**src/rtl/tdc_pkg.sv**
```systemverilog
// Shared types and defaults for the time-to-digital converter.
package tdc_pkg;

  typedef enum logic [1:0] {
    ST_IDLE    = 2'd0,
    ST_ARMED   = 2'd1,
    ST_MEASURE = 2'd2,
    ST_DONE    = 2'd3
  } tdc_state_e;

  localparam int TDC_WIDTH_DEF       = 8;
  localparam int TDC_SYNC_STAGES_DEF = 2;
  localparam int TDC_TIMEOUT_DEF     = 255;

  // Bits needed to hold 0..limit; a disabled (zero) limit still gets one bit.
  function automatic int cnt_bits(input int limit);
    if (limit > 0) begin
      return $clog2(limit + 1);
    end else begin
      return 1;
    end
  endfunction

endpackage

```
**src/rtl/tdc_if.sv**
```systemverilog
// Result channel of the TDC: measured code plus flags under valid/ready.
interface tdc_if #(
  parameter int WIDTH = 8
);
  logic [WIDTH-1:0] tdc_out;
  logic             out_valid;
  logic             out_ready;
  logic             overflow;
  logic             timeout;

  modport master (
    output tdc_out,
    output out_valid,
    output overflow,
    output timeout,
    input  out_ready
  );

  modport slave (
    input  tdc_out,
    input  out_valid,
    input  overflow,
    input  timeout,
    output out_ready
  );
endinterface

```
**src/rtl/tdc_sync.sv**
```systemverilog
// Input synchronizer for tdc_in plus one-cycle history for rising-edge detection.
module tdc_sync #(
  parameter int SYNC_STAGES = 2
) (
  input  logic clk,
  input  logic rst,
  input  logic tdc_in,
  output logic s,
  output logic rise
);
  logic s_prev_q;
  logic s_prev_d;

  if (SYNC_STAGES == 0) begin : g_direct
    assign s = tdc_in;
  end else begin : g_chain
    logic [SYNC_STAGES-1:0] sync_q;
    logic [SYNC_STAGES-1:0] sync_d;

    // Shift the pin value one stage per cycle.
    always_comb begin
      sync_d[0] = tdc_in;
      for (int i = 1; i < SYNC_STAGES; i++) begin
        sync_d[i] = sync_q[i-1];
      end
    end

    // Synchronizer flops.
    always_ff @(posedge clk) begin
      if (rst) begin
        sync_q <= {SYNC_STAGES{1'b0}};
      end else begin
        sync_q <= sync_d;
      end
    end

    assign s = sync_q[SYNC_STAGES-1];
  end

  assign s_prev_d = s;
  assign rise     = s & ~s_prev_q;

  // History flop for edge detection.
  always_ff @(posedge clk) begin
    if (rst) begin
      s_prev_q <= 1'b0;
    end else begin
      s_prev_q <= s_prev_d;
    end
  end
endmodule

```
**src/rtl/tdc.sv**
```systemverilog
// Time-to-digital converter: after trig, counts cycles the synchronized pulse
// stays high and offers the count with overflow/timeout flags on res.
module tdc
  import tdc_pkg::*;
#(
  parameter int WIDTH       = TDC_WIDTH_DEF,
  parameter int SYNC_STAGES = TDC_SYNC_STAGES_DEF,
  parameter int TIMEOUT     = TDC_TIMEOUT_DEF
) (
  input  logic  clk,
  input  logic  rst,
  input  logic  tdc_in,
  input  logic  trig,
  output logic  busy,
  tdc_if.master res
);
  localparam int               TW      = cnt_bits(TIMEOUT);
  localparam logic [WIDTH-1:0] CNT_MAX = {WIDTH{1'b1}};
  localparam logic [TW-1:0]    TO_LAST = TW'(TIMEOUT - 1);

  logic s;
  logic rise;

  tdc_state_e       state_q, state_d;
  logic [WIDTH-1:0] cnt_q, cnt_d;
  logic [TW-1:0]    tcnt_q, tcnt_d;
  logic [WIDTH-1:0] code_q, code_d;
  logic             ovf_q, ovf_d;
  logic             tmo_q, tmo_d;
  logic             valid_q, valid_d;
  logic             busy_q, busy_d;

  tdc_sync #(.SYNC_STAGES(SYNC_STAGES)) u_sync (
    .clk    (clk),
    .rst    (rst),
    .tdc_in (tdc_in),
    .s      (s),
    .rise   (rise)
  );

  // Next-state and next-output logic of the measurement FSM.
  always_comb begin
    state_d = state_q;
    cnt_d   = cnt_q;
    tcnt_d  = tcnt_q;
    code_d  = code_q;
    ovf_d   = ovf_q;
    tmo_d   = tmo_q;
    valid_d = valid_q;
    case (state_q)
      ST_IDLE: begin
        cnt_d   = {WIDTH{1'b0}};
        tcnt_d  = {TW{1'b0}};
        code_d  = {WIDTH{1'b0}};
        ovf_d   = 1'b0;
        tmo_d   = 1'b0;
        valid_d = 1'b0;
        if (trig) begin
          state_d = ST_ARMED;
        end else begin
          state_d = ST_IDLE;
        end
      end
      ST_ARMED: begin
        if (trig) begin
          cnt_d  = {WIDTH{1'b0}};
          tcnt_d = {TW{1'b0}};
        end else if (rise) begin
          state_d = ST_MEASURE;
          cnt_d   = WIDTH'(1);
        end else if ((TIMEOUT != 0) && (tcnt_q == TO_LAST)) begin
          state_d = ST_DONE;
          code_d  = {WIDTH{1'b0}};
          tmo_d   = 1'b1;
          valid_d = 1'b1;
        end else begin
          tcnt_d = tcnt_q + TW'(1);
        end
      end
      ST_MEASURE: begin
        if (trig) begin
          state_d = ST_ARMED;
          cnt_d   = {WIDTH{1'b0}};
          tcnt_d  = {TW{1'b0}};
        end else if (s) begin
          // Saturated and still high: report overflow without waiting for the fall.
          if (cnt_q == CNT_MAX) begin
            state_d = ST_DONE;
            code_d  = CNT_MAX;
            ovf_d   = 1'b1;
            valid_d = 1'b1;
          end else begin
            cnt_d = cnt_q + WIDTH'(1);
          end
        end else begin
          state_d = ST_DONE;
          code_d  = cnt_q;
          valid_d = 1'b1;
        end
      end
      ST_DONE: begin
        if (res.out_ready) begin
          cnt_d   = {WIDTH{1'b0}};
          tcnt_d  = {TW{1'b0}};
          code_d  = {WIDTH{1'b0}};
          ovf_d   = 1'b0;
          tmo_d   = 1'b0;
          valid_d = 1'b0;
          if (trig) begin
            state_d = ST_ARMED;
          end else begin
            state_d = ST_IDLE;
          end
        end else begin
          state_d = ST_DONE;
        end
      end
      default: begin
        state_d = ST_IDLE;
        valid_d = 1'b0;
      end
    endcase
    busy_d = (state_d != ST_IDLE);
  end

  // State, counters and registered outputs.
  always_ff @(posedge clk) begin
    if (rst) begin
      state_q <= ST_IDLE;
      cnt_q   <= {WIDTH{1'b0}};
      tcnt_q  <= {TW{1'b0}};
      code_q  <= {WIDTH{1'b0}};
      ovf_q   <= 1'b0;
      tmo_q   <= 1'b0;
      valid_q <= 1'b0;
      busy_q  <= 1'b0;
    end else begin
      state_q <= state_d;
      cnt_q   <= cnt_d;
      tcnt_q  <= tcnt_d;
      code_q  <= code_d;
      ovf_q   <= ovf_d;
      tmo_q   <= tmo_d;
      valid_q <= valid_d;
      busy_q  <= busy_d;
    end
  end

  assign res.tdc_out   = code_q;
  assign res.out_valid = valid_q;
  assign res.overflow  = ovf_q;
  assign res.timeout   = tmo_q;
  assign busy          = busy_q;
endmodule

```
**src/flat_wrapper.sv**
```systemverilog
// flat-port wrapper written by rule: the top's interface ports become plain ports
module tdc_flat import tdc_pkg::*;
#(
  parameter int WIDTH       = TDC_WIDTH_DEF,
  parameter int SYNC_STAGES = TDC_SYNC_STAGES_DEF,
  parameter int TIMEOUT     = TDC_TIMEOUT_DEF
)
  (clk, rst, tdc_in, trig, busy, res_tdc_out, res_out_valid, res_overflow, res_timeout, res_out_ready);
  tdc_if #(.WIDTH(WIDTH)) res_i ();
  input  logic clk;
  input  logic rst;
  input  logic tdc_in;
  input  logic trig;
  output logic busy;
  output wire logic [$bits(res_i.tdc_out)-1:0] res_tdc_out;
  output wire logic [$bits(res_i.out_valid)-1:0] res_out_valid;
  output wire logic [$bits(res_i.overflow)-1:0] res_overflow;
  output wire logic [$bits(res_i.timeout)-1:0] res_timeout;
  input wire logic [$bits(res_i.out_ready)-1:0] res_out_ready;
  assign res_tdc_out = res_i.tdc_out;
  assign res_out_valid = res_i.out_valid;
  assign res_overflow = res_i.overflow;
  assign res_timeout = res_i.timeout;
  assign res_i.out_ready = res_out_ready;
  tdc #(.WIDTH(WIDTH), .SYNC_STAGES(SYNC_STAGES), .TIMEOUT(TIMEOUT)) u_core (.clk(clk), .rst(rst), .tdc_in(tdc_in), .trig(trig), .busy(busy), .res(res_i));
endmodule
```
**config.mk**
```make
export PLATFORM = sky130hd
export DESIGN_NAME = tdc_flat
export DESIGN_NICKNAME = d
export VERILOG_FILES = /design/src/rtl/tdc_pkg.sv /design/src/rtl/tdc_if.sv /design/src/rtl/tdc_sync.sv /design/src/rtl/tdc.sv /design/src/flat_wrapper.sv
export SDC_FILE = /design/constraint.sdc
export NUM_CORES = 1
export LEC_CHECK = 0
export CAP_MARGIN = 15
export CELL_PAD_IN_SITES_DETAIL_PLACEMENT = 1
export CELL_PAD_IN_SITES_GLOBAL_PLACEMENT = 2
export CORE_ASPECT_RATIO = 0.75
export CORE_UTILIZATION = 36
export CTS_BUF_LIST = sky130_fd_sc_hd__clkbuf_4
export DETAILED_ROUTE_END_ITERATION = 8
export HOLD_SLACK_MARGIN = 0.15
export PLACE_DENSITY_LB_ADDON = 0.1
export SLEW_MARGIN = 20
export SYNTH_ARGS = -nofsm -noshare
export SYNTH_HDL_FRONTEND = slang
export SYNTH_HIERARCHICAL = 1
export SYNTH_SLANG_ARGS = --single-unit
```
**constraint.sdc**
```tcl
create_clock -name clk -period 2.6 [get_ports clk]
set_input_delay 0.52 -clock clk [delete_from_list [all_inputs] [get_ports clk]]
set_output_delay 0.52 -clock clk [all_outputs]
set_load 0.02 [all_outputs]
```
# Word level (Yosys, flattened, before mapping)
# Cells that the tools add are included.
dict set report totals {
  word_cells 82
  regBits 33
  out_inout_bits 12
  in_bits 5
}
dict set report op_classes {
  n_mux 40
  bitwise 2
  n_eq_ne 19
  addsub 2
  n_reduce_logical 9
}
# operator count
set ops {}
lappend ops {{$mux W8} 16}
lappend ops {{$pmux W8 S4} 3}
lappend ops {{$add A8 B1 Y8 const B} 2}
lappend ops {{$eq A8 B8 Y1 const B} 2}
lappend ops {{$mux W2} 7}
lappend ops {{$ne A2 B2 Y1 const B} 6}
lappend ops {{$ne A3 B3 Y1 const B} 4}
lappend ops {{$mux W1} 10}
lappend ops {{$reduce_and A5 Y1} 2}
lappend ops {{$pmux W2 S4} 1}
lappend ops {{$reduce_and A4 Y1} 2}
lappend ops {{$ne A3 B2 Y1 const B} 2}
lappend ops {{$pmux W1 S3} 2}
lappend ops {{$reduce_and A6 Y1} 1}
lappend ops {{$reduce_bool A3 Y1} 2}
lappend ops {{$eq A2 B2 Y1 const B} 2}
lappend ops {{$ne A2 B1 Y1 const B} 2}
lappend ops {{$pmux W1 S4} 1}
lappend ops {{$eq A2 B1 Y1 const B} 1}
lappend ops {{$logic_not A2 Y1} 1}
lappend ops {{$reduce_bool A2 Y1} 1}
lappend ops {{$and A1 B1 Y1} 1}
lappend ops {{$not A1 Y1} 1}

# Depth between registers and ports, before layout
dict set report depth {
  ltp_word 6
  depth_mapped 8
  ltp_nobuf 7
}

# Cells and area by module
# Netlist, hierarchy kept.
# module cells_per_inst seq_area_each_um2 area_per_inst_um2 instances
set by_module_without_submodules {}
lappend by_module_without_submodules {tdc 193 600.6 1659.1 1}
lappend by_module_without_submodules {tdc_sync 7 60.1 87.6 1}

# Worst setup path before layout
# OpenSTA, ideal clock, no wires.
dict set report synth_timing {
  path_kind {reg2reg}
  start {register u_core.state_q[0]}
  end {register u_core.tcnt_q[7]}
  arrival_ps 1747
  t_required_ps 2479
  path_slack_ps 732
  setup_ps 121
  stages_incl_launch_ff 9
  synth_period_minus_slack_ps 1868
  cell_sequence {dfxtp_1 inv_1 ha_1 buf_2 nor2b_4 or2_1 a21oi_2 nand4_1 mux2_2}
}
dict set report synth_via {
  elab_chain_cells 3
  elab_cells_between_ends 10
}
# element line_no
set synth_lines {}
lappend synth_lines {{start: declaration} tdc.sv:24} ;# tdc_state_e state_q, state_d;
lappend synth_lines {{start signal: assignment} tdc.sv:138} ;# state_q <= state_d;
lappend synth_lines {{$eq A2 B1 Y1 or $eq A2 B2 Y1 (tied branches)} tdc.sv:50} ;# case (state_q)
lappend synth_lines {{$ne A3 B3 Y1 (no line) or $ne A2 B2 Y1 (tied branches)} n/a}
lappend synth_lines {{$reduce_and A4 Y1 (no line)} n/a}
lappend synth_lines {{end signal: assignment} tdc.sv:131} ;# tcnt_q <= {TW{1'b0}};
lappend synth_lines {{end signal: assignment} tdc.sv:140} ;# tcnt_q <= tcnt_d;
lappend synth_lines {{end: declaration} tdc.sv:26} ;# logic [TW-1:0] tcnt_q, tcnt_d;
# Several ways; a longest one is shown, not always the timed one.
# A chain may end at the register's enable or synchronous reset.

# Worst setup path after layout
# Ends and elaborated chain as after synthesis.

==> results.json <==
{
  "status": "finished clean",
  "floorplan.die.width_um": 82.4,
  "finalSetupTns_ps": 0,
  "final-instance-count-excl-fill": 276,
  "synth_seq_area_share_pct": 37.8,
  "critical_path_required_ps": 2810,
  "layout_min_cycle_time_ps": 2370,
  "hold_path.class": "flop to flop",
  "timing_worst_slew_pin_value_ps": 761,
  "final.period_utilization_pct": 91.3,
  "final.fill_count": 559,
  "final_core_utilization_pct": 44.3,
  "number_of_rows_in_the_core_area": 21,
  "finalSetupViolCount": 0,
  "yosys.cell_count.top_type": "sky130_fd_sc_hd__dfxtp_1",
  "grt_start_max_net_pins": 25,
  "routed_via_density": 5.74,
  "place_congestion": 0.824,
  "final.setup_skew_ps": 16.8,
  "gr-usage-all-layers_pct": 21.0,
  "ant_nets": 0,
  "design.portCount": 17,
  "detailroute.wirelength.met2_um": 1870,
  "startpoint": "u_core/state_q[0]$_SDFF_PP0_",
  "p_leak_nw": 0.735,
  "final-max-slew-violation-count": 0,
  "rrSetupSlack_ps": 230,
  "ys_top_cells_by_count": "sky130_fd_sc_hd__dfxtp_1 (33), sky130_fd_sc_hd__nor2_1 (16), sky130_fd_sc_hd__o21ai_0 (15), sky130_fd_sc_hd__a21oi_1 (11), sky130_fd_sc_hd__inv_1 (10)",
  "grt_first_pass_wirelength_um": 8110,
  "max_clock_freq_mhz": 421,
  "critical_path.reg2reg.endpoint": "u_core/tcnt_q[7]$_SDFFE_PP0P_",
  "crit_type": "flop to flop",
  "dr_wl_met3_um": 194,
  "route.detailed.wl_per_inst_um": 17.1,
  "drc_errors": 0,
  "wl_met1_um": 2600,
  "timing.max_slew.rel_slack_pct": 49.2,
  "synth-edff-count": 0,
  "power.share.sequential_pct": 56.5,
  "drt_iter0_markers": 119,
  "worst_r2r_path_depth": 7,
  "hpwlAfterDp_um": 3370,
  "grt_antenna_before_repair": 0,
  "power.net_switching_uw": 232,
  "yosys-top-cells-area": "sky130_fd_sc_hd__dfxtp_1 (38%), sky130_fd_sc_hd__ha_1 (5.0%), sky130_fd_sc_hd__a31o_2 (4.5%)",
  "cell_internal_pwr_uw": 683,
  "core_area_um2": 4570,
  "post_cts_resize_count": 0,
  "clk_latency_ps": 330,
  "clock_sinks": 33,
  "drt_first_pass_iters": 4,
  "synth_ff_type": "sky130_fd_sc_hd__dfxtp_1",
  "worst-endpoint-arrival_ps": 2580,
  "area_of_the_die_um2": 5140,
  "timing.final.hold_violations": 0,
  "initial_core_util_pct": 38.2,
  "synth_warn": 6,
  "top_sig_layer": "met4",
  "ctsLongestPathBuffers": 2,
  "antenna_cells": 0,
  "syn-cell-area_um2": 1750,
  "total_clock_buffers_created_by_cts": 5,
  "cts.htree.levels": 2,
  "cts-hold-fix-buffers": 0,
  "final_layout_size_suffix_gt1_share_pct": 16.9,
  "syn_to_final_growth_pct": 15.9,
  "critPathMaxFanout": 18,
  "endpoint": "u_core/tcnt_q[7]$_SDFFE_PP0P_",
  "grt_remaining_overflow": 0,
  "synthesis.nets": 212,
  "synth-seq-cells": 33,
  "critical_path.startpoint_type": "flop",
  "synth_top_cell_area_share_pct": 37.8,
  "clockRootBuffer": "sky130_fd_sc_hd__clkbuf_4",
  "dp_cells": 268,
  "swShare_pct": 25.3,
  "cap_violations": 0,
  "comb_power_share_pct": 9.5,
  "dr_total_vias": 1584,
  "async_flop_share_pct": 0,
  "power_density_nw_per_um2": 452,
  "worstSetupEndpointType": "flop",
  "die-height_um": 62.3,
  "clock_power_share_pct": 34.0,
  "routed_wirelength_um": 4710,
  "yosys.area.top_type": "sky130_fd_sc_hd__dfxtp_1",
  "syn_inst": 200,
  "finalNetCount": 230,
  "post-cts-setup-buffer-count": 0,
  "place.port_buffers": 16,
  "peakVddDrop_mv": 0.329,
  "syn_avg_cell_area_um2": 8.73,
  "worstReg2RegStart": "u_core/state_q[0]$_SDFF_PP0_",
  "first_global_vias": 1567,
  "grt_setup_unrepaired": "no",
  "cts_tree": "yes",
  "path_clk_slew_ps": 100,
  "synth.lib_cells_used.distinct": 54
}
[metal layers]
| layer | global-route usage, % | up-vias |
|---|---|---|
| met5 | 0 | - |
| met4 | 5.04 | 0 |
| met3 | 6.03 | 4 |
| met2 | 26.8 | 30 |
| met1 | 33.4 | 783 |
| li1 | - | 767 |
[cells in the final DEF, fill, tap and decap left out, types with 4 or more instances in the layout]
cell type and n:
sky130_fd_sc_hd__a211oi_1 6, sky130_fd_sc_hd__a21oi_1 11, sky130_fd_sc_hd__a31o_2 9, sky130_fd_sc_hd__and3_1 4
sky130_fd_sc_hd__buf_4 5, sky130_fd_sc_hd__clkbuf_4 8, sky130_fd_sc_hd__clkdlybuf4s50_1 16, sky130_fd_sc_hd__dfxtp_1 33
sky130_fd_sc_hd__ha_1 7, sky130_fd_sc_hd__inv_1 10, sky130_fd_sc_hd__nand2_1 5, sky130_fd_sc_hd__nand3_1 7
sky130_fd_sc_hd__nand4_1 4, sky130_fd_sc_hd__nor2_1 16, sky130_fd_sc_hd__nor2b_1 6, sky130_fd_sc_hd__nor3_1 8
sky130_fd_sc_hd__o21ai_0 15, sky130_fd_sc_hd__xnor2_1 5
[how the worst min path moves through the flow]
stage	start	endpoint	slack (ps)	cells past startpoint
detailed placement	u_core/u_sync/g_chain.sync_q[0]$_SDFF_PP0_	u_core/u_sync/g_chain.sync_q[1]$_SDFF_PP0_	440	1
CTS	u_core/u_sync/g_chain.sync_q[0]$_SDFF_PP0_	u_core/u_sync/g_chain.sync_q[1]$_SDFF_PP0_	460	1
finish	u_core/u_sync/g_chain.sync_q[0]$_SDFF_PP0_	u_core/u_sync/g_chain.sync_q[1]$_SDFF_PP0_	460	1
floorplan	u_core/u_sync/g_chain.sync_q[0]$_SDFF_PP0_	u_core/u_sync/g_chain.sync_q[1]$_SDFF_PP0_	410	1
global placement	u_core/u_sync/g_chain.sync_q[0]$_SDFF_PP0_	u_core/u_sync/g_chain.sync_q[1]$_SDFF_PP0_	430	1
global route	u_core/u_sync/g_chain.sync_q[0]$_SDFF_PP0_	u_core/u_sync/g_chain.sync_q[1]$_SDFF_PP0_	480	1
[sequential cells by signal, summed over array words and instances (netlist names)]
| name | cells |
|---|---|
| u_core/res.out_valid | 1 |
| u_core/res.tdc_out | 8 |
| u_core/u_sync/s_prev_q | 1 |
| u_core/tcnt_q | 8 |
| u_core/busy | 1 |
| u_core/cnt_q | 8 |
| u_core/res.timeout | 1 |
| u_core/state_q | 2 |
| u_core/u_sync/g_chain.sync_q | 2 |
| u_core/res.overflow | 1 |
[power by group through the flow]
stage	Clock, mW	Sequential (mW)	Combinational [mW]
6_report	0.311	0.517	0.0869
5_1_grt	0.358	0.518	0.0949
4_1_cts	0.320	0.517	0.0860
3_5_place_dp	0	0.528	0.0858
3_3_place_gp	0	0.528	0.0832
2_1_floorplan	0	0.530	0.0539
[critical path: stages, from the launching register on]
cell	delay (ps)
sky130_fd_sc_hd__dfxtp_1	440
sky130_fd_sc_hd__inv_1	110
sky130_fd_sc_hd__ha_1	410
sky130_fd_sc_hd__nor2b_4	250
sky130_fd_sc_hd__or2_1	290
sky130_fd_sc_hd__a21oi_2	270
sky130_fd_sc_hd__nand4_1	180
sky130_fd_sc_hd__mux2_2	300
[through the flow]
| step | worst slack [ps] | cell area, um2 | hold slack (ps) | power, mW |
|---|---|---|---|---|
| 3_5_place_dp | 134 | 1960 | 437 | 0.614 |
| 5_1_grt | 91.2 | 2020 | 485 | 0.971 |
| 6_report | 227 | 2020 | 457 | 0.915 |
| 4_1_cts | 260 | 2020 | 464 | 0.923 |
| 3_3_place_gp | 194 | 1960 | 427 | 0.611 |
| 2_1_floorplan | 732 | 1750 | 414 | 0.584 |
[area by class of cell]
cell class,instances,area [um2],area share (%)
multi-input combinational,147,997,49.3
timing repair buffer,21,198,9.77
sequential,33,661,32.6
tap,57,71.3,3.52
inverter,10,37.5,1.85
clock buffer,8,60.1,2.97
[kinds of logic (layout without fill, tap and decap cells)]
family,after synthesis,after routing,synth area share (%)
and+or+nand+nor,69,69,22.9
AOI/OAI and AO/OA,62,62,24.2
DFF,33,33,37.8
buffers and inverters,20,39,5.09
adders and majority gates,7,7,5.01
xor gates and xnor gates,5,5,2.51
muxes,4,4,2.44
No activity file was read; power rests on OpenSTA's default activity.
